### config.mk
export PLATFORM = sky130hd
export DESIGN_NAME = imsic_msi_rcv
export DESIGN_NICKNAME = d
export VERILOG_FILES = /design/src/rtl/imsic_msi_rcv.sv
export SDC_FILE = /design/constraint.sdc
export NUM_CORES = 1
export LEC_CHECK = 0
export CAP_MARGIN = 20
export CORE_MARGIN = 10
export CORE_UTILIZATION = 30
export CTS_CLUSTER_SIZE = 28
export DETAILED_ROUTE_END_ITERATION = 10
export DONT_BUFFER_PORTS = 1
export MAX_ROUTING_LAYER = met4
export SETUP_SLACK_MARGIN = 0.02
export SYNTH_ARGS = -nofsm -noshare
export SYNTH_HDL_FRONTEND = slang
export SYNTH_SLANG_ARGS = --single-unit
### constraint.sdc
create_clock -name clk -period 4.3 [get_ports clk]
set_clock_uncertainty 0.15 [all_clocks]
set_input_delay 1.29 -clock clk [delete_from_list [all_inputs] [get_ports clk]]
set_output_delay 1.29 -clock clk [all_outputs]
set_load 0.05 [all_outputs]
### src/rtl/imsic_msi_rcv.sv
// IMSIC MSI receiver: synchronizes a stretched MSI valid level, decodes the
// captured {hart, file, src} word and issues one set-pending pulse per MSI.
module imsic_msi_rcv #(
    parameter int NR_SRC_WIDTH    = 8,
    parameter int INTP_FILE_WIDTH = 3,
    parameter int NR_HARTS_WIDTH  = 6,
    parameter int NR_INTP_FILES   = 7,
    parameter int HART_ID         = 0,
    localparam int MSI_INFO_WIDTH =
        NR_HARTS_WIDTH + INTP_FILE_WIDTH + NR_SRC_WIDTH
) (
    input  logic                      clk,
    input  logic                      rstn,
    input  logic [MSI_INFO_WIDTH-1:0] msi_info,
    input  logic                      msi_info_vld,
    output logic                      setipnum_vld,
    output logic [NR_SRC_WIDTH-1:0]   setipnum,
    output logic [NR_INTP_FILES-1:0]  setipnum_file,
    output logic [7:0]                err_cnt,
    output logic                      busy
);

    typedef enum logic [1:0] {
        IDLE,
        ISSUE,
        WAIT_LOW
    } state_t;

    localparam logic [NR_HARTS_WIDTH-1:0] MY_HART =
        NR_HARTS_WIDTH'(HART_ID);
    localparam logic [NR_INTP_FILES-1:0] FILE_ONE =
        NR_INTP_FILES'(1);

    state_t state;

    logic sync_q;
    logic vld_s;
    logic vld_s_d;
    logic rise;

    logic [MSI_INFO_WIDTH-1:0]  info_q;
    logic [NR_HARTS_WIDTH-1:0]  hart_idx;
    logic [INTP_FILE_WIDTH-1:0] file_idx;
    logic [NR_SRC_WIDTH-1:0]    src_id;
    logic                       hit;
    logic                       legal;

    // msi_info_vld may come from another clock domain
    always_ff @(posedge clk or negedge rstn) begin
        if (!rstn) begin
            sync_q  <= 1'b0;
            vld_s   <= 1'b0;
            vld_s_d <= 1'b0;
        end else begin
            sync_q  <= msi_info_vld;
            vld_s   <= sync_q;
            vld_s_d <= vld_s;
        end
    end

    assign rise = vld_s & ~vld_s_d;

    assign hart_idx = info_q[MSI_INFO_WIDTH-1 -: NR_HARTS_WIDTH];
    assign file_idx = info_q[NR_SRC_WIDTH +: INTP_FILE_WIDTH];
    assign src_id   = info_q[NR_SRC_WIDTH-1:0];

    assign hit   = (hart_idx == MY_HART);
    assign legal = (32'(file_idx) < 32'(NR_INTP_FILES)) &&
                   (src_id != '0);

    always_ff @(posedge clk or negedge rstn) begin
        if (!rstn) begin
            state         <= IDLE;
            info_q        <= '0;
            setipnum_vld  <= 1'b0;
            setipnum      <= '0;
            setipnum_file <= '0;
            err_cnt       <= 8'd0;
        end else begin
            setipnum_vld <= 1'b0;
            unique case (state)
                IDLE: begin
                    if (rise) begin
                        info_q <= msi_info;
                        state  <= ISSUE;
                    end
                end
                ISSUE: begin
                    state <= WAIT_LOW;
                    if (hit) begin
                        if (legal) begin
                            setipnum_vld  <= 1'b1;
                            setipnum      <= src_id;
                            setipnum_file <= FILE_ONE << file_idx;
                        end else if (err_cnt != 8'hff) begin
                            err_cnt <= err_cnt + 8'd1;
                        end
                    end
                end
                WAIT_LOW: begin
                    if (!vld_s) begin
                        state <= IDLE;
                    end
                end
                default: state <= IDLE;
            endcase
        end
    end

    assign busy = (state != IDLE);

endmodule

# ---- Word level (Yosys, flattened, before mapping)
# Index checks and enable logic that the tools add are counted.
dict set report word_totals {
  regBits 46
  latchBits 0
  mem_bits_rw 0
  romBits 0
  inputBits 20
  output_inout_bits 25
  word_cells 35
  mem_count 0
}
dict set report op_classes {
  n_addsub 1
  multipliers 0
  div 0
  n_lt_le_gt_ge 1
  eq_ne 5
  shifts 1
  mux 6
  bitwise 3
  n_reduce_logical 9
}
# cell count
set op_table {}
lappend op_table {{$add 8x1->8 const B} 1}
lappend op_table {{$ne 8x8->1 const B} 1}
lappend op_table {{$reduce_bool 8->1} 1}
lappend op_table {{$shl 1x3->7 const A} 1}
lappend op_table {{$logic_not 6->1} 1}
lappend op_table {{$pmux 2 s3} 1}
lappend op_table {{$mux 2} 2}
lappend op_table {{$ne 2x2->1 const B} 2}
lappend op_table {{$reduce_and 2->1} 2}
lappend op_table {{$reduce_and 4->1} 1}
lappend op_table {{$lt 3x3->1 const B} 1}
lappend op_table {{$mux 1} 3}
lappend op_table {{$reduce_and 3->1} 1}
lappend op_table {{$eq 2x1->1 const B} 1}
lappend op_table {{$eq 2x2->1 const B} 1}
lappend op_table {{$logic_not 2->1} 1}
lappend op_table {{$not 1->1} 2}
lappend op_table {{$reduce_bool 2->1} 1}
lappend op_table {{$and 1x1->1} 1}
lappend op_table {{$logic_and 1x1->1} 1}

# ---- Logic depth before layout (Yosys ltp)
# Gate-level depths: netlist of the first run.
dict set report depth {
  depth_word 5
  depth_mapped 6
  ltp_nobuf 5
}

# ---- Worst setup path before layout of the first run
# OpenSTA, ideal clock, no wires.
dict set report synth_timing {
  path_kind {register to output}
  startpoint {reg state[1]}
  endpoint {out busy}
  arrival_time_ps 831
  slack_ps 2029
  path_stages_with_launch 2
  n_path_buf 0
  cell_sequence {dfrtp_1 or2_2}
}
dict set report synth_via {
  elab_chain_cells 1
}
# element line
set synth_rtl {}
lappend synth_rtl {{from (decl)} 34} ;# state_t state;
lappend synth_rtl {{from (signal assigned)} 73} ;# state <= IDLE;
lappend synth_rtl {{from (signal assigned)} 85} ;# state <= ISSUE;
lappend synth_rtl {{from (signal assigned)} 89} ;# state <= WAIT_LOW;
lappend synth_rtl {{$reduce_bool 2->1} 110} ;# assign busy = (state != IDLE);
lappend synth_rtl {{to (decl)} 20} ;# output logic busy
# Every way passes these cells.

# ---- Worst setup path in the final report of the first run
# Ends and elaborated chain as after synthesis.

==> flow_metrics.tcl, run 1 <==
set metrics [dict create \
    sw_frac_of_total 0.369 \
    clk_latency_ns 0.29 \
    core-area_um2 6350 \
    powerDensity_nw_per_um2 552 \
    clkSlewWorstSetupHoldPaths_ns 0.08 \
    finalNetCount 165 \
    antenna_found_initial 0 \
    post_cts_resized 0 \
    holdCritStartpoint "sync_q" \
    slowest_stage "dfrtp_1" \
    ant_nets 0 \
    start_kind "flip-flop" \
    worstPathCellList "or2_2" \
    grt_max_degree 47 \
    ir_worst_vdd_v 0.000289 \
    grt_overflow 0 \
    max_freq_mhz 379 \
    cts_setup_buffers 0 \
    first_global_vias 1213 \
    status "completed" \
    worstMarginPinSlew_ns 0.820 \
    antenna_cells 0 \
    synthCells 141 \
    synthTopCellsByArea "dfrtp_1 (58%), mux2_2 (11%), mux2_4 (5.3%)" \
    gp_congestion 0.758 \
    yosysSeqAreaShare 0.584 \
    post-dp-hpwl_um 3050 \
    yosys.area.top_type "dfrtp_1" \
    clkPwrFrac 0.225 \
    synth_edf_count 0 \
    finalSetupViolCount 0 \
    io_pins 45 \
    seqCellArea_um2 1150 \
    post-route-period-util 0.614 \
    num_rows 29 \
    worst_slew_margin_rel 0.449 \
    via_per_inst 5.05 \
    grt_setup_unrepaired "no" \
    async_flop_share 1.00 \
    p_comb_frac 0.129 \
    utilization 0.338 \
    cpLargestDelayFamily "flip-flops" \
    cts_buffers 5 \
    cts.sinks 46 \
    drive_gt1_frac 0.317 \
    finalHoldViolCount 0 \
    cts_buffer_depth 2 \
    drc 0 \
    die-height_um 101 \
    dieArea_um2 10200 \
    avgSynthCellArea_um2 14.0 \
    yosysMostFrequentCell "dfrtp_1" \
    cp_data_arrival_time_ns 1.20 \
    place_inst 213 \
    root_buffer "clkbuf_8" \
    dr.pass1.iters 4 \
    cp_max_fo 5 \
    synth.distinct_cells 33 \
    die_x_um 101 \
    r2r-start "info_q[11]" \
    p_int_w 0.000747 \
    avgRoutedWirePerCell_um 18.4 \
    drt-initial-drc-count 24 \
    worst_hold_slack_ns 0.208 \
    ys.flop_type "dfrtp_1" \
    drv_cap 0 \
    fill_cells 599 \
    routed_wirelength_um 4080 \
    synth_fp_nets 162 \
    syn_area_um2 1970 \
    final-instance-count-excl-fill 222 \
    tritoncts "done" \
    power_frac_seq 0.646 \
    finalCriticalPeriod_ns 2.64 \
    slowest_delay_ns 0.46 \
    synth_top_area_share 0.584 \
    leakage_nw 0.914 \
    crit_start "state[1]" \
    drv_slew 0 \
    tns_ns 0 \
    netlist_top_cells_count "dfrtp_1 (46), mux2_2 (20), nand3_1 (9), mux2_4 (7), nand2_1 (7)" \
    switchingPower_w 0.000436 \
    crit_buf_inv 0 \
    grt_usage 0.0839 \
    critPathRequiredTime_ns 2.86 \
    htreeDepth 2 \
    hold_class "reg2reg" \
    via_count 1121 \
    postCtsHoldBufs 0 \
    crit_type "reg2out" \
    cp-end-kind "output pin" \
    grt_pass1_wl_um 6470 \
    ys_seq_elements 46 \
    area_growth_pct 8.76 \
    yosysWarnings 0 \
    port_buffers 0 \
    multi_input_area_um2 779 \
    start_util 0.311 \
]
stage by stage:
step | area (um^2) | total power, W | setup WS, ns
finish | 2140 | 0.00118 | 1.66
global route | 2140 | 0.00125 | 1.62
CTS | 2130 | 0.00120 | 1.64
detailed placement | 2040 | 0.000932 | 1.88
global placement | 2040 | 0.000920 | 1.90
floorplan | 1970 | 0.000882 | 2.03
layout by cell type (no fill, tap or decap), types with 2 or more instances in the layout:
master     Yosys  final
xor2_1         3      3
or4_4          2      2
o31ai_1        3      3
nand2_1        7      7
nor3_1         2      2
clkbuf_8       0      6
mux2_1         2      2
o21ai_0        2      2
nor2_1         6      6
a2bb2oi_1      3      3
nand3_1        9      9
dfrtp_1       46     46
nor4_1         2      2
mux2_4         7      7
nor4b_2        3      2
mux2_2        20     20
inv_1          3      3
a22o_1         3      3
power groups by stage:
stage | clock, W | sequential, W | combinational [W]
5_1_grt | 0.000297 | 0.000786 | 0.000168
6_report | 0.000267 | 0.000764 | 0.000152
4_1_cts | 0.000276 | 0.000770 | 0.000153
3_5_place_dp | 0 | 0.000780 | 0.000152
2_1_floorplan | 0 | 0.000729 | 0.000153
3_3_place_gp | 0 | 0.000774 | 0.000146
area by class of cell:
cell class | instances | area share
flip-flops and latches | 46 | 0.537
clock inverters | 1 | 0.00233
clock buffers | 7 | 0.0403
well taps | 77 | 0.0449
inverters | 3 | 0.00525
multi-input cells | 87 | 0.363
repair buffers | 1 | 0.00700
path summary, 6_finish.rpt:
| path | end | slack, ns | depth (start not counted) |
|---|---|---|---|
| max | busy | 1.66 | 1 |
| min | vld_s | 0.21 | 0 |
| max reg2reg | setipnum[0] | 1.87 | 4 |
| min reg2reg | vld_s | 0.21 | 0 |
| max in group asynchronous | err_cnt[6] | 3.37 | 0 |
| min in group asynchronous | setipnum_vld | 0.53 | 0 |
sequential cells by signal, summed over array words and instances (netlist names):
register and flops:
info_q 17, vld_s_d 1, setipnum 8, setipnum_file 7
setipnum_vld 1, vld_s 1, err_cnt 8, sync_q 1
state 2
routing by layer:
metal / vias up / share of wire / GRT usage
met5: - / 0 / -
li1: 514 / - / -
met4: 0 / 0.0042 / 0.0225
met3: 2 / 0.10 / 0.0432
met2: 42 / 0.49 / 0.135
met1: 563 / 0.40 / 0.0889
cells by family after synthesis:
| group | after synthesis | synth area share |
|---|---|---|
| flip-flops | 46 | 0.584 |
| AND/OR/NAND/NOR | 39 | 0.127 |
| multiplexers | 29 | 0.179 |
| AO/OA/AOI/OAI | 14 | 0.0609 |
| buffers and inverters | 8 | 0.0254 |
| XOR/XNOR | 4 | 0.0178 |
| adder cells (fa/ha/maj) | 1 | 0.00634 |
No activity file was read; power rests on OpenSTA's default activity.
==> run 2, diff against run 1 <==
- ABC_AREA: unset -> 1
- clock period: 4.3 -> 2.2 ns (I/O delays scaled with it)
==> flow_metrics.tcl, run 2 <==
set metrics [dict create \
    die-height_um 105 \
    clkPwrFrac 0.255 \
    finalHoldViolCount 0 \
    cts_setup_buffers 0 \
    slowest_delay_ns 0.42 \
    largest_register_ff_count 17 \
    routed_wirelength_um 4830 \
    crit_type "reg2out" \
    sw_frac_of_total 0.393 \
    max_freq_mhz 517 \
    cts_buffer_depth 2 \
    first_global_vias 1556 \
    setup_ws_ns 0.266 \
    hold_class "in2async" \
    final_cell_mix "nand2_1 (104), dfrtp_1 (46), nand2_2 (15)" \
    start_util 0.313 \
    fill_cells 758 \
    final-instance-count-excl-fill 358 \
    tns_ns 0 \
    power_frac_seq 0.589 \
    top_register "info_q" \
    worstPathCellList "nor2_1, inv_1" \
    grt_setup_unrepaired "no" \
    switchingPower_w 0.000972 \
    drive_gt1_frac 0.176 \
    cp_max_fo 3 \
    start_kind "flip-flop" \
    drc 0 \
    grt_pass1_wl_um 8200 \
    synth_fp_nets 271 \
    cp-end-kind "output pin" \
    drv_slew 0 \
    clkSlewWorstSetupHoldPaths_ns 0.08 \
    critPathRequiredTime_ns 1.39 \
    area_growth_pct 13.1 \
    core-area_um2 6910 \
    ir_worst_vdd_v 0.000306 \
    synthCells 250 \
    tritoncts "done" \
    yosysWarnings 0 \
    worst_slew_margin_rel 0.612 \
    syn_area_um2 2160 \
    leakage_nw 1.24 \
    powerDensity_nw_per_um2 1010 \
    cts.sinks 46 \
    synth_top_area_share 0.533 \
    die_x_um 105 \
    dr.pass1.iters 4 \
    yosysSeqAreaShare 0.533 \
    synth_edf_count 0 \
    io_pins 45 \
    via_count 1611 \
    ys.flop_type "dfrtp_1" \
    post-route-period-util 0.879 \
    dieArea_um2 11000 \
    r2r_slack_ns 0.42 \
    netlist_top_cells_count "nand2_1 (104), dfrtp_1 (46), nand2_2 (15), nor2_1 (14)" \
    worstMarginPinSlew_ns 0.582 \
    status "completed" \
    grt_usage 0.0931 \
    finalCriticalPeriod_ns 1.93 \
    drv_cap 0 \
    p_int_w 0.00150 \
    grt_overflow 0 \
    async_flop_share 1.00 \
    synthTopCellsByArea "dfrtp_1 (53%), nand2_1 (18%), nand2_2 (4.3%)" \
    cts_buffers 5 \
    clk_latency_ns 0.29 \
    via_per_inst 4.50 \
    port_buffers 0 \
    finalSetupViolCount 0 \
    place_inst 350 \
    cp_data_arrival_time_ns 1.12 \
    layout_commonest_cell "nand2_1" \
    root_buffer "clkbuf_8" \
    pre_cts_ws_ns 0.466 \
    ys_seq_elements 46 \
    ant_nets 0 \
    synth.distinct_cells 29 \
    num_rows 30 \
    slowest_stage "dfrtp_1" \
    p_comb_frac 0.156 \
    htreeDepth 2 \
    post-dp-hpwl_um 3720 \
    avgRoutedWirePerCell_um 13.5 \
    grt_max_degree 47 \
    antenna_found_initial 0 \
    gp_congestion 0.824 \
    drt-initial-drc-count 72 \
    avgSynthCellArea_um2 8.64 \
    largestRegisters "info_q x17, err_cnt x8, setipnum x8" \
    finalPower_w 0.00247 \
    antenna_cells 0 \
    yosys.area.top_type "dfrtp_1" \
    yosysMostFrequentCell "nand2_1" \
    finalNetCount 283 \
]
==> run 2: changes by cell type in the layout (fill, tap and decap cells not counted), moves of 9 or more <==
cell | previous run | this run
nand2_2 | 1 | 15
nand2_1 | 7 | 104
mux2_2 | 20 | 0
buf_4 | 0 | 10
o21ai_0 | 2 | 11
==> run 2: final timing paths <==
| kind | start | end | cells after the start |
|---|---|---|---|
| max in group asynchronous | rstn | vld_s_d | 1 |
| max | state[1] | busy | 2 |
| min reg2reg | sync_q | vld_s | 0 |
| max reg2reg | err_cnt[7] | err_cnt[1] | 6 |
| min in group clk | sync_q | vld_s | 0 |
| min | rstn | setipnum_file[3] | 1 |
==> run 2: critical path: cells and delay by family (launching register included) <==
| family | cells | cell delay, ns |
|---|---|---|
| buf+inv | 1 | 0.33 |
| flops | 1 | 0.42 |
| simple gates | 1 | 0.08 |
==> run 2: what timing repair did <==
| action | CTS | global route |
|---|---|---|
| resized for setup | 0 | 0 |
| hold buffers | 1 | 0 |
| hold endpoints to repair | 46 | 0 |
==> run 2: power by group through the flow <==
stage	Clock (W)	Combinational, W	Sequential (W)
after detailed placement	0	0.000370	0.00148
after global placement	0	0.000361	0.00148
after floorplan	0	0.000300	0.00144
after CTS	0.000656	0.000395	0.00147
final	0.000632	0.000385	0.00146
after global routing	0.000695	0.000450	0.00149
==> run 2: cell families (layout without fill, tap and decap cells) <==
family | after synthesis | count (layout) | share of synthesized area
simple gates | 167 | 167 | 0.364
fa+ha+maj | 1 | 1 | 0.00579
buf+inv | 20 | 32 | 0.0510
flops | 46 | 46 | 0.533
compound gates | 14 | 14 | 0.0388
xor+xnor | 2 | 2 | 0.00811
==> run 2: metal layers <==
| metal | global-route usage | vias up | part of all wire |
|---|---|---|---|
| met5 | - | - | 0 |
| met4 | 0.0275 | 0 | 0.0083 |
| met3 | 0.0356 | 5 | 0.067 |
| met2 | 0.131 | 43 | 0.44 |
| met1 | 0.120 | 745 | 0.49 |
| li1 | - | 818 | - |
==> run 2: final cells by class <==
class / count / area, um^2 / share of cell area
timing repair buffer: 11 / 103 / 0.0420
tap: 96 / 120 / 0.0492
clock buffer: 6 / 82.6 / 0.0338
multi-input combinational: 184 / 900 / 0.368
inverter: 14 / 57.6 / 0.0236
clock inverter: 1 / 30.0 / 0.0123
sequential: 46 / 1150 / 0.471
==> run 2: stage by stage <==
step	area [um^2]	util	hold slack [ns]
floorplan	2160	-	0.181
global placement	2300	0.334	0.182
detailed placement	2300	0.334	0.185
CTS	2440	0.354	0.0557
global route	2440	0.354	0.0515
finish	2440	0.354	0.0448
==> run 3, diff against run 2 <==
- CTS_BUF_LIST: unset -> sky130_fd_sc_hd__clkbuf_8 sky130_fd_sc_hd__clkbuf_16
- clock period: 2.2 -> 1.6 ns (I/O delays scaled with it)
==> flow_metrics.tcl, run 3 (synthesized netlist as in run 2, its figures left out) <==
set metrics [dict create \
    status "finished with violations" \
    violations "negative hold slack, negative setup slack" \
    leakage_nw 1.33 \
    dr.pass1.iters 4 \
    drc 0 \
    p_int_w 0.00206 \
    grtUsageMet2 0.151 \
    worst_hold_slack_ns -0.277 \
    clkPwrFrac 0.208 \
    worst_slew_margin_rel 0.801 \
    worstMarginPinSlew_ns 0.299 \
    post-dp-hpwl_um 3660 \
    grt_usage 0.0947 \
    drv_slew 0 \
    postPlaceCellArea_um2 2440 \
    finalNetCount 304 \
    finalHoldViolCount 46 \
    finalCriticalPeriod_ns 1.66 \
    grt_max_degree 47 \
    clk_latency_ns 0.29 \
    met1_usage 0.112 \
    largest_register_ff_count 17 \
    cpLargestDelayFamily "flip-flops" \
    clkSlewWorstSetupHoldPaths_ns 0.08 \
    io_pins 45 \
    setup_ws_ns -0.0598 \
    grt_pass1_wl_um 8330 \
    power_frac_seq 0.551 \
    cp-end-kind "output pin" \
    cts_buffers 5 \
    finalSetupViolCount 1 \
    place_inst 360 \
    cts_buffer_depth 2 \
    drv_cap 0 \
    gp_congestion 0.830 \
    layout_commonest_cell "nand2_1" \
    routed_wirelength_um 5040 \
    crit_buf_inv 2 \
    top_register "info_q" \
    ant_nets 0 \
    p_comb_frac 0.241 \
    critPathRequiredTime_ns 0.97 \
    htreeDepth 2 \
    grt_busiest_layer "met2" \
    tns_ns -0.0598 \
    drt-initial-drc-count 45 \
    finalPower_w 0.00343 \
    avgRoutedWirePerCell_um 13.3 \
    sw_frac_of_total 0.399 \
    die_x_um 105 \
    cts.sinks 46 \
    grtUsageMet3 0.0227 \
    drive_gt1_frac 0.331 \
    final-instance-count-excl-fill 380 \
    tritoncts "done" \
    port_buffers 0 \
    via_per_inst 4.39 \
    worstPathCellList "nor2_2, inv_2, buf_12" \
    ir_worst_vdd_v 0.000542 \
    post-route-period-util 1.04 \
    dieArea_um2 11000 \
    antenna_cells 0 \
    hold_class "in2async" \
    start_kind "flip-flop" \
    grt_setup_unrepaired "yes" \
    fill_cells 723 \
    cp_max_fo 2 \
    die-height_um 105 \
    first_global_vias 1702 \
    final_cell_mix "nand2_1 (102), dfrtp_1 (28), buf_4 (21)" \
    powerDensity_nw_per_um2 1260 \
    num_rows 30 \
    core-area_um2 6910 \
    crit_type "reg2out" \
    final_area_um2 2710 \
    start_util 0.313 \
    area_growth_pct 25.4 \
    switchingPower_w 0.00137 \
    antenna_found_initial 0 \
    slowest_stage "dfrtp_1" \
    cp_data_arrival_time_ns 1.03 \
    grt_overflow 0 \
    root_buffer "clkbuf_8" \
    largestRegisters "info_q x17, err_cnt x8, setipnum x8" \
    max_freq_mhz 602 \
    via_count 1670 \
    slowest_delay_ns 0.41 \
]
[run 3: cell types whose count changed in the layout (fill, tap and decap cells not counted), moves of 2 or more]
cell | before | now
o21ai_0 | 11 | 9
inv_2 | 2 | 4
nor2_1 | 14 | 11
dfrtp_1 | 46 | 28
nand2_1 | 104 | 102
o21ai_1 | 0 | 2
buf_6 | 0 | 6
nor2_2 | 2 | 5
dfrtp_2 | 0 | 18
buf_4 | 10 | 21
nand2_2 | 15 | 17
buf_12 | 0 | 3
[run 3: metal layers]
layer  up-vias  wire [um]  share of wire
li1        862          -              -
met1       767       2340           0.46
met5         -          0              0
met4         0        119          0.024
met3         8        176          0.035
met2        33       2410           0.48
[run 3: what timing repair did]
item,in CTS,in global routing
setup buffers,5,5
gates resized for setup,15,18
endpoints found under the setup margin,17,28
pin swaps,5,9
hold endpoints to repair,46,46
gates cloned,0,2
[run 3: path summary, 6_finish.rpt]
path                               from               end  slack (ns)  cells past startpoint
setup reg to reg               state[1]  setipnum_file[0]           0                      8
max in group asynchronous          rstn        err_cnt[0]        1.47                      0
hold reg to reg                  sync_q             vld_s        0.20                      0
min in group clk           msi_info_vld            sync_q        0.06                      0
hold / removal                     rstn  setipnum_file[1]       -0.28                      0
setup / recovery               state[1]              busy       -0.06                      3
[run 3: power by group through the flow]
stage / Combinational (W) / Clock [W] / Sequential (W)
global route: 0.000929 / 0.000797 / 0.00192
detailed placement: 0.000768 / 0 / 0.00190
finish: 0.000825 / 0.000714 / 0.00189
CTS: 0.000782 / 0.000744 / 0.00189
floorplan: 0.000413 / 0 / 0.00198
global placement: 0.000757 / 0 / 0.00189
[run 3: area by class of cell]
cell class | instances | area [um^2] | share of cell area
flip-flops and latches | 46 | 1170 | 0.433
well taps | 96 | 120 | 0.0443
repair buffers | 31 | 310 | 0.114
multi-input cells | 185 | 955 | 0.352
inverters | 14 | 60.1 | 0.0222
clock inverters | 2 | 8.76 | 0.00323
clock buffers | 6 | 82.6 | 0.0305
[run 3: per-stage QoR]
step           worst slack, ns  utilization
2_1_floorplan           0.0205            -
3_3_place_gp            0.0697        0.353
3_5_place_dp            0.0504        0.353
4_1_cts                -0.0883        0.376
5_1_grt                 -0.119        0.392
6_report               -0.0598        0.392
